==> config.mk <==
export PLATFORM = sky130hd
export DESIGN_NAME = lighthouse_readout_arbiter
export DESIGN_NICKNAME = d
export VERILOG_FILES = /design/src/rtl/lighthouse_readout_arbiter_pkg.sv /design/src/rtl/lighthouse_readout_arbiter_fifo.sv /design/src/rtl/lighthouse_readout_arbiter.sv
export SDC_FILE = /design/constraint.sdc
export NUM_CORES = 2
export LEC_CHECK = 0
export BUFFER_PORTS_ARGS = -buffer_cell sky130_fd_sc_hd__buf_2
export CAP_MARGIN = 5
export CORE_ASPECT_RATIO = 0.6
export CORE_UTILIZATION = 25
export DETAILED_ROUTE_END_ITERATION = 10
export GPL_TIMING_DRIVEN = 1
export MAX_ROUTING_LAYER = met4
export PLACE_DENSITY = 0.4
export SLEW_MARGIN = 20
export SYNTH_ARGS = -nofsm -noshare
export SYNTH_HDL_FRONTEND = slang
export SYNTH_SLANG_ARGS = --single-unit
==> constraint.sdc <==
create_clock -name clock -period 20.6 [get_ports clock]
set_clock_uncertainty 0.1 [all_clocks]
set_input_delay 3.09 -clock clock [delete_from_list [all_inputs] [get_ports clock]]
set_output_delay 3.09 -clock clock [all_outputs]
set_load 0.1 [all_outputs]
==> src/rtl/lighthouse_readout_arbiter_pkg.sv <==
// Shared types and the round-robin pick helper for the lighthouse readout arbiter.
package lighthouse_pkg;

   localparam int SENSOR_ID_W = 4;
   localparam int MAX_SENSORS = 16;
   localparam int LH_DATA_W   = 32;

   typedef struct packed {
      logic [SENSOR_ID_W-1:0] id;
      logic [LH_DATA_W-1:0]   data;
   } lh_entry_t;

   typedef struct packed {
      logic                   found;
      logic [SENSOR_ID_W-1:0] index;
   } rr_pick_t;

   // Scans from the highest offset down so the lowest offset from ptr wins.
   function automatic rr_pick_t rr_pick(input logic [MAX_SENSORS-1:0] pending,
                                        input logic [SENSOR_ID_W-1:0] ptr,
                                        input int                     n);
      rr_pick_t r;
      int       idx;
      r = '0;
      for (int k = MAX_SENSORS - 1; k >= 0; k--) begin
         if (k < n) begin
            idx = int'(ptr) + k;
            if (idx >= n) idx = idx - n;
            if (pending[idx]) begin
               r.found = 1'b1;
               r.index = SENSOR_ID_W'(idx);
            end
         end
      end
      return r;
   endfunction

endpackage

==> src/rtl/lighthouse_readout_arbiter_fifo.sv <==
// First-word fall-through FIFO; head is visible combinationally and reads zero when empty.
module lighthouse_fifo #(
   parameter int WIDTH = 36,
   parameter int DEPTH = 32
) (
   input  logic                     clock,
   input  logic                     reset,
   input  logic                     push,
   input  logic                     pop,
   input  logic [WIDTH-1:0]         din,
   output logic [WIDTH-1:0]         dout,
   output logic [$clog2(DEPTH):0]   count,
   output logic                     full,
   output logic                     empty
);

   localparam int AW = $clog2(DEPTH);

   logic [WIDTH-1:0] mem [DEPTH];
   logic [AW-1:0]    wr_ptr_reg;
   logic [AW-1:0]    rd_ptr_reg;
   logic [AW:0]      count_reg;
   logic             do_push;
   logic             do_pop;

   assign full    = (count_reg == (AW+1)'(DEPTH));
   assign empty   = (count_reg == '0);
   // A full FIFO refuses pushes even when a pop frees a slot in the same cycle.
   assign do_push = push & ~full;
   assign do_pop  = pop & ~empty;
   assign count   = count_reg;
   assign dout    = empty ? '0 : mem[rd_ptr_reg];

   always_ff @(posedge clock) begin
      if (do_push) mem[wr_ptr_reg] <= din;
   end

   always_ff @(posedge clock or posedge reset) begin
      if (reset) begin
         wr_ptr_reg <= '0;
         rd_ptr_reg <= '0;
         count_reg  <= '0;
      end else begin
         if (do_push) wr_ptr_reg <= wr_ptr_reg + 1'b1;
         if (do_pop)  rd_ptr_reg <= rd_ptr_reg + 1'b1;
         case ({do_push, do_pop})
            2'b10:   count_reg <= count_reg + 1'b1;
            2'b01:   count_reg <= count_reg - 1'b1;
            default: count_reg <= count_reg;
         endcase
      end
   end

endmodule

==> src/rtl/lighthouse_readout_arbiter.sv <==
// Latches decoder samples per sensor and round-robins them into one FWFT readout FIFO.
// Optional saturating overrun counter is built when LH_OVERRUN_COUNT_EN is defined.
module lighthouse_readout_arbiter
   import lighthouse_pkg::*;
#(
   parameter int N_SENSORS  = 16,
   parameter int DATA_W     = 32,
   parameter int FIFO_DEPTH = 32
) (
   input  logic                          clock,
   input  logic                          reset,
   input  logic [N_SENSORS*DATA_W-1:0]   sensor_data,
   input  logic [N_SENSORS-1:0]          data_ready,
   input  logic [N_SENSORS-1:0]          enable_mask,
   input  logic                          pop,
   output logic                          out_valid,
   output logic [3:0]                    out_id,
   output logic [DATA_W-1:0]             out_data,
`ifdef LH_OVERRUN_COUNT_EN
   output logic [15:0]                   overrun_cnt,
`endif
   output logic [$clog2(FIFO_DEPTH):0]   fill_level
);

   localparam int ENTRY_W = SENSOR_ID_W + DATA_W;

   logic [N_SENSORS-1:0]   data_ready_q;
   logic [N_SENSORS-1:0]   pending;
   logic [N_SENSORS-1:0]   rise;
   logic [N_SENSORS-1:0]   grant_onehot;
   logic [DATA_W-1:0]      hold [N_SENSORS];
   logic [SENSOR_ID_W-1:0] rr_ptr_reg;
   logic [SENSOR_ID_W-1:0] grant_id;
   logic [MAX_SENSORS-1:0] pending_ext;
   rr_pick_t               pick;
   logic                   grant_valid;
   logic                   fifo_full;
   logic                   fifo_empty;
   logic [ENTRY_W-1:0]     fifo_din;
   logic [ENTRY_W-1:0]     fifo_dout;

   assign rise        = data_ready & ~data_ready_q & enable_mask;
   assign pending_ext = MAX_SENSORS'(pending);
   assign pick        = rr_pick(pending_ext, rr_ptr_reg, N_SENSORS);
   assign grant_valid = pick.found & ~fifo_full;
   assign grant_id    = pick.index;
   // The pushed word is the registered sample, so a same-cycle rise loads the next one.
   assign fifo_din    = {grant_id, hold[grant_id]};

   genvar gi;
   generate
      for (gi = 0; gi < N_SENSORS; gi++) begin : g_sensor
         logic [DATA_W-1:0] hold_reg;
         logic              pending_reg;

         assign grant_onehot[gi] = grant_valid && (grant_id == SENSOR_ID_W'(gi));
         assign hold[gi]         = hold_reg;
         assign pending[gi]      = pending_reg;

         always_ff @(posedge clock or posedge reset) begin
            if (reset) begin
               hold_reg    <= '0;
               pending_reg <= 1'b0;
            end else if (rise[gi]) begin
               hold_reg    <= sensor_data[gi*DATA_W +: DATA_W];
               pending_reg <= 1'b1;
            end else if (grant_onehot[gi]) begin
               pending_reg <= 1'b0;
            end
         end
      end
   endgenerate

   always_ff @(posedge clock or posedge reset) begin
      if (reset) begin
         data_ready_q <= '0;
         rr_ptr_reg   <= '0;
      end else begin
         data_ready_q <= data_ready;
         if (grant_valid)
            rr_ptr_reg <= (grant_id == SENSOR_ID_W'(N_SENSORS - 1)) ? '0 : grant_id + 1'b1;
      end
   end

`ifdef LH_OVERRUN_COUNT_EN
   logic [N_SENSORS-1:0] overrun_hits;
   logic [15:0]          overrun_cnt_reg;
   logic [16:0]          overrun_sum;

   assign overrun_hits = rise & pending & ~grant_onehot;
   assign overrun_sum  = {1'b0, overrun_cnt_reg} + 17'($countones(overrun_hits));
   assign overrun_cnt  = overrun_cnt_reg;

   always_ff @(posedge clock or posedge reset) begin
      if (reset) overrun_cnt_reg <= '0;
      else       overrun_cnt_reg <= overrun_sum[16] ? 16'hFFFF : overrun_sum[15:0];
   end
`endif

   lighthouse_fifo #(
      .WIDTH (ENTRY_W),
      .DEPTH (FIFO_DEPTH)
   ) u_fifo (
      .clock (clock),
      .reset (reset),
      .push  (grant_valid),
      .pop   (pop),
      .din   (fifo_din),
      .dout  (fifo_dout),
      .count (fill_level),
      .full  (fifo_full),
      .empty (fifo_empty)
   );

   assign out_valid = ~fifo_empty;
   assign out_id    = fifo_dout[ENTRY_W-1 -: SENSOR_ID_W];
   assign out_data  = fifo_dout[DATA_W-1:0];

endmodule

======== Word-level counts from Yosys, hierarchy flattened ========
Memories as Yosys holds them, arrays and structs flattened.
Cells that the tools add are included.
cells by class
  add/subtract/negate cells ............... 36
  order comparisons ....................... 33
  equality and inequality tests ........... 18
  mux-type cells .......................... 120
  bitwise gates (word level) .............. 9
  reductions and logical operators ........ 35
operators with widths
  cell                                                          count
  two-way mux 32 bit                                            18
  less-than comparator 32 x 6 -> 1 bit (second input constant)  16
  binary-select mux 32 bit (select 4 bit)                       1
  subtractor 5 x 5 -> 6 bit (second input constant)             15
  >= comparator 5 bit (second input constant)                   16
  two-way mux 5 bit                                             16
  two-way mux 1 bit                                             66
  binary-select mux 1 bit (select 4 bit)                        16
  adder 4 x 4 -> 5 bit (second input constant)                  8
  two-way mux 36 bit                                            1
  nonzero test 2 bit                                            17
  AND 16 bit                                                    2
  == test 4 bit (second input constant)                         8
  adder 4 x 3 -> 5 bit (second input constant)                  4
  == test 4 x 3 -> 1 bit (second input constant)                4
  logical AND 1 bit                                             16
  NOT 16 bit                                                    1
  case mux 6 bit (2 select lines)                               1
  adder 4 x 2 -> 5 bit (second input constant)                  2
  adder 5 x 1 -> 5 bit (second input constant)                  2
  == test 4 x 2 -> 1 bit (second input constant)                2
  adder 6 x 1 -> 6 bit (second input constant)                  1
  == test 6 bit (second input constant)                         1
  logical NOT 6 bit                                             1
  other kinds (13)                                              16
word-level totals
  register bits after elaboration ......... 564
  bits in writable memories ............... 1152
  bits of input ports ..................... 547
  output and inout port bits .............. 43
  word-level logic and storage cells ...... 289
  memories ................................ 1
memory list
  memory      depth  bits a word  rd ports  clocked after memory_dff  wr ports  line                                   text
  u_fifo.mem  32     36           1         0                         1         lighthouse_readout_arbiter_fifo.sv:19  logic [WIDTH-1:0] mem [DEPTH];

======== Logic depth before layout (Yosys ltp) ========
  depth after elaboration ................. 26
  mapped depth ............................ 24
  gate-level depth less buffers ........... 19

======== Hierarchy ========
A second synthesis with hierarchy kept.
second synthesis, totals
  cell total of the unflattened synthesis .. 4440
  area total of the unflattened synthesis .. 72628.4 um2
by module, submodules not included
  module                      times used  cells each  area each (um2)  seq. area each (um2)
  lighthouse_fifo             1           2025        44518.9          34993.6
  lighthouse_readout_arbiter  1           2415        28109.5          13713.2

======== Worst setup path after synthesis ========
No wires, ideal clock.
  kind .................................... register to output
  start ................................... register u_fifo.rd_ptr_reg[0]
  end ..................................... output out_data[10]
  arrival time ............................ 3.295 ns
  required time ........................... 17.410 ns
  setup slack ............................. 14.115 ns
  cell stages (with the launch flop) ...... 8
  buffers on the path ..................... 3
  path through ............................ dfrtp_1 -> clkbuf_1 -> clkbuf_1 -> buf_1 -> mux4_2 -> mux4_2 -> mux2i_1 -> nor2_1
on the way
  longest elaborated chain between the ends .. 2
ends and longest elaborated chain
  item                       line                                   text
  start, declared            lighthouse_readout_arbiter_fifo.sv:21  logic [AW-1:0] rd_ptr_reg;
  start signal, assigned     lighthouse_readout_arbiter_fifo.sv:45  if (do_pop) rd_ptr_reg <= rd_ptr_reg + 1'b1;
  memory read (32 x 36 bit)  n/a
  two-way mux 36 bit         lighthouse_readout_arbiter_fifo.sv:32  assign dout = empty ? '0 : mem[rd_ptr_reg];
  end, declared              lighthouse_readout_arbiter.sv:18       output logic [DATA_W-1:0] out_data,
Every way passes these cells.

======== Final worst setup path ========
  start ................................... register u_fifo.rd_ptr_reg[0]
  end ..................................... output out_data[31]
The elaborated chain is that of the path after synthesis.

==> run metrics <==
depth of the CTS H-tree 4; Area contributors post-synth edfxtp_1 48%, dfrtp_1 20%, mux4_2 13%; cells after synthesis 3928; Min-Delay Path Class register to register; clock-pin slew on the worst setup and hold paths 0.06 ns; Crit. End Element output pin; all-layer global routing usage 0.183; Buf+Inv Stages, Crit Path 4; Final period util 0.463; CP max-delay cell dfrtp_4; DRC Markers 0; setup violators final 0; Reg area 0.0487 mm²; Num CTS Buffers about 170; crit-path cells buf_4, buf_4, buf_12, mux4_2, mux4_2, mux2i_1, nor2_1, buf_2; Yosys warning total 0; die height roughly 420 µm; Hold Fails Final Rpt 0; worst skew pair latency 0.83 ns; WS Path Type register to output pin; worst path arrival time 6.35 ns; count leader, synth edfxtp_1; Clock Tree Root clkbuf_16; Seq cells post-synth roughly 1700; Syn Area/Cell about 18 µm²; I/O pin count between 500 and 600; Slew @ Worst Pin about 1.1 ns; post-DP HPWL around 160000 µm; cts repair resizes 0; CP top delay family buffers and inverters; fraction of layout cells with a size suffix above 1 0.420; critical path depth 8; Mapped Nets 4497; cts hold-fix bufs 0; Largest stage delay, worst path approximately 1.1 ns; WP data required around 17 ns; Sink Count 1716; routed via count ~41000; Row Count about 150; Final Max Tran Viols 0; Initial DRC Count approximately 3700; initial antenna violation count around 120; Initial Util 0.252; antenna viol nets, final 0; largest fanout on the critical path 95; first-pass GRT wire length between 300000 and 400000 µm; status complete, no violations; TritonRoute pass-1 iters 6; Reg2Reg Setup Slack about 12 ns; Filler cells 28106; Layout Nets approximately 5100; IO buf count slightly below 600; Synth top area share 0.484; Hold Path Cell Cnt 1; clock buffer depth 4; post-CTS setup buffers 0; Multi-input gate area around 0.022 mm²; f_max roughly 0.10 GHz; RSZ-0062 raised after global routing false; area leader, netlist edfxtp_1; Hold Path Sink g_sensor[13].hold_reg[1]; WL final about 260000 µm; worst hold start g_sensor[13].hold_reg[1]; sequential share of the synthesized area 0.681; largest net degree at the start of global routing roughly 120; Place WS 11.64 ns; vias in the first global route around 42000; Relative slew margins 0.256; Main synth FF type edfxtp_1; Mapped Area ~0.07 mm²; fin crit period between 9 and 10 ns; commonest cells in the netlist 1152 x edfxtp_1, 564 x dfrtp_1, 530 x mux2_2, 412 x mux4_2, 377 x nand2_1; GPL Wtd Cong between 0.9 and 1; PnR worst setup slack between 10 and 15 ns; vias per cell just under 5; CTS tree built; Final TNS setup 0 ns; synth unique cells 72; Worst Hold Margin between 0.3 and 0.4 ns; Max-cap violations 0; wire length per cell between 30 and 40 µm; global route total overflow 0; max FFs per register roughly 1200; r2r endpoint u_fifo.mem[10][30]; reg2reg start rr_ptr_reg[2]; DIE AREA about 0.29 mm²; Die W a little under 700 µm; Post-synth ARST share 0.329; Syn-to-layout area delta 18.4%; crit start category register; number of synthesized flops with an enable pin 1152; worst-case reg-to-reg path depth 16; Core Area between 0.2 and 0.3 mm²
[logic make-up (layout without fill, tap and decap cells)]
kind of cell,Yosys count,after routing,synth area share
flip-flops,1716,1716,0.681
other,0,46,0
buffers and inverters,248,1001,0.0157
AND/OR/NAND/NOR,642,642,0.0392
AO/OA/AOI/OAI,203,203,0.0249
XOR/XNOR,27,27,0.00331
adder cells (fa/ha/maj),22,22,0.00395
multiplexers,1070,1070,0.232
[placed cells by master (no fill, tap or decap), types with 5 or more instances in the layout]
cell	Yosys	layout
a22oi_1	5	5
and3_1	36	36
o211ai_1	5	5
buf_4	16	107
nand3_2	1	20
clkinv_2	0	16
dfrtp_4	0	5
clkbuf_8	0	14
o21ai_0	34	34
mux2_2	530	530
a311o_1	34	34
nand2_1	377	376
diode_2	0	46
clkbuf_16	0	175
nor2_4	0	34
mux4_2	412	412
xor2_1	7	7
clkbuf_1	151	46
or2_2	5	5
ha_1	21	21
clkinv_1	2	25
nand3_1	74	55
nand4_1	5	5
xnor2_1	20	20
inv_1	12	11
a221oi_2	29	29
o32ai_1	32	32
dfrtp_1	564	559
o2111ai_1	6	6
nand2b_1	5	5
bufinv_16	0	7
a21oi_1	19	19
nor2_1	92	59
nand3b_1	20	20
edfxtp_1	1152	1152
buf_2	25	589
mux2i_1	124	124
nor2b_1	5	5
[through the flow]
| stage | area, µm² | util | instances |
|---|---|---|---|
| 2_1_floorplan | 71500 | - | 3928 |
| 3_3_place_gp | 79300 | 0.280 | 8144 |
| 3_5_place_dp | 79300 | 0.280 | 8144 |
| 4_1_cts | 84500 | 0.298 | 8429 |
| 5_1_grt | 84600 | 0.298 | 8447 |
| 6_report | 84700 | 0.299 | 8475 |
[metal layers]
metal	share of wire	vias up	wire length, µm	track usage
li1	-	16873	-	-
met1	0.49	22750	128000	0.272
met2	0.44	1254	115000	0.269
met3	0.047	399	12200	0.0267
met4	0.019	0	5060	0.0305
met5	0	-	0	-
[worst register-to-register path, stage by stage, from the launching register on]
cell and delay (ns):
dfrtp_1 0.86, clkinv_1 0.65, ha_1 0.41, xor2_1 0.59
mux2_2 0.43, mux2_4 0.31, a2111o_1 0.36, a311o_1 0.34
a32oi_1 0.26, a22o_4 0.42, buf_4 0.59, buf_4 0.74
buf_4 0.77, mux2i_1 0.33, nor3_1 0.07, a211oi_1 0.42
nand3_2 0.61
[area by class of cell]
cell class	count	share of cell area
clock inverters	50	0.00485
clock buffers	235	0.0560
repair buffers	700	0.0453
multi-input cells	1964	0.261
well taps	3748	0.0554
diodes	46	0.00136
flip-flops and latches	1716	0.576
inverters	16	0.000887
[worst max-delay path by stage]
stage                         startpoint            endpoint  slack [ns]
floorplan                          reset     data_ready_q[0]        1.64
global placement           rr_ptr_reg[2]  u_fifo.mem[10][30]       11.56
detailed placement         rr_ptr_reg[2]  u_fifo.mem[14][29]       11.64
CTS                 u_fifo.rd_ptr_reg[0]        out_data[21]       10.83
global route        u_fifo.rd_ptr_reg[0]        out_data[31]       10.56
finish              u_fifo.rd_ptr_reg[0]        out_data[31]       11.06
Power is not shown: default switching activity piles up to over one toggle a cycle in this logic, so the estimate is an artifact.
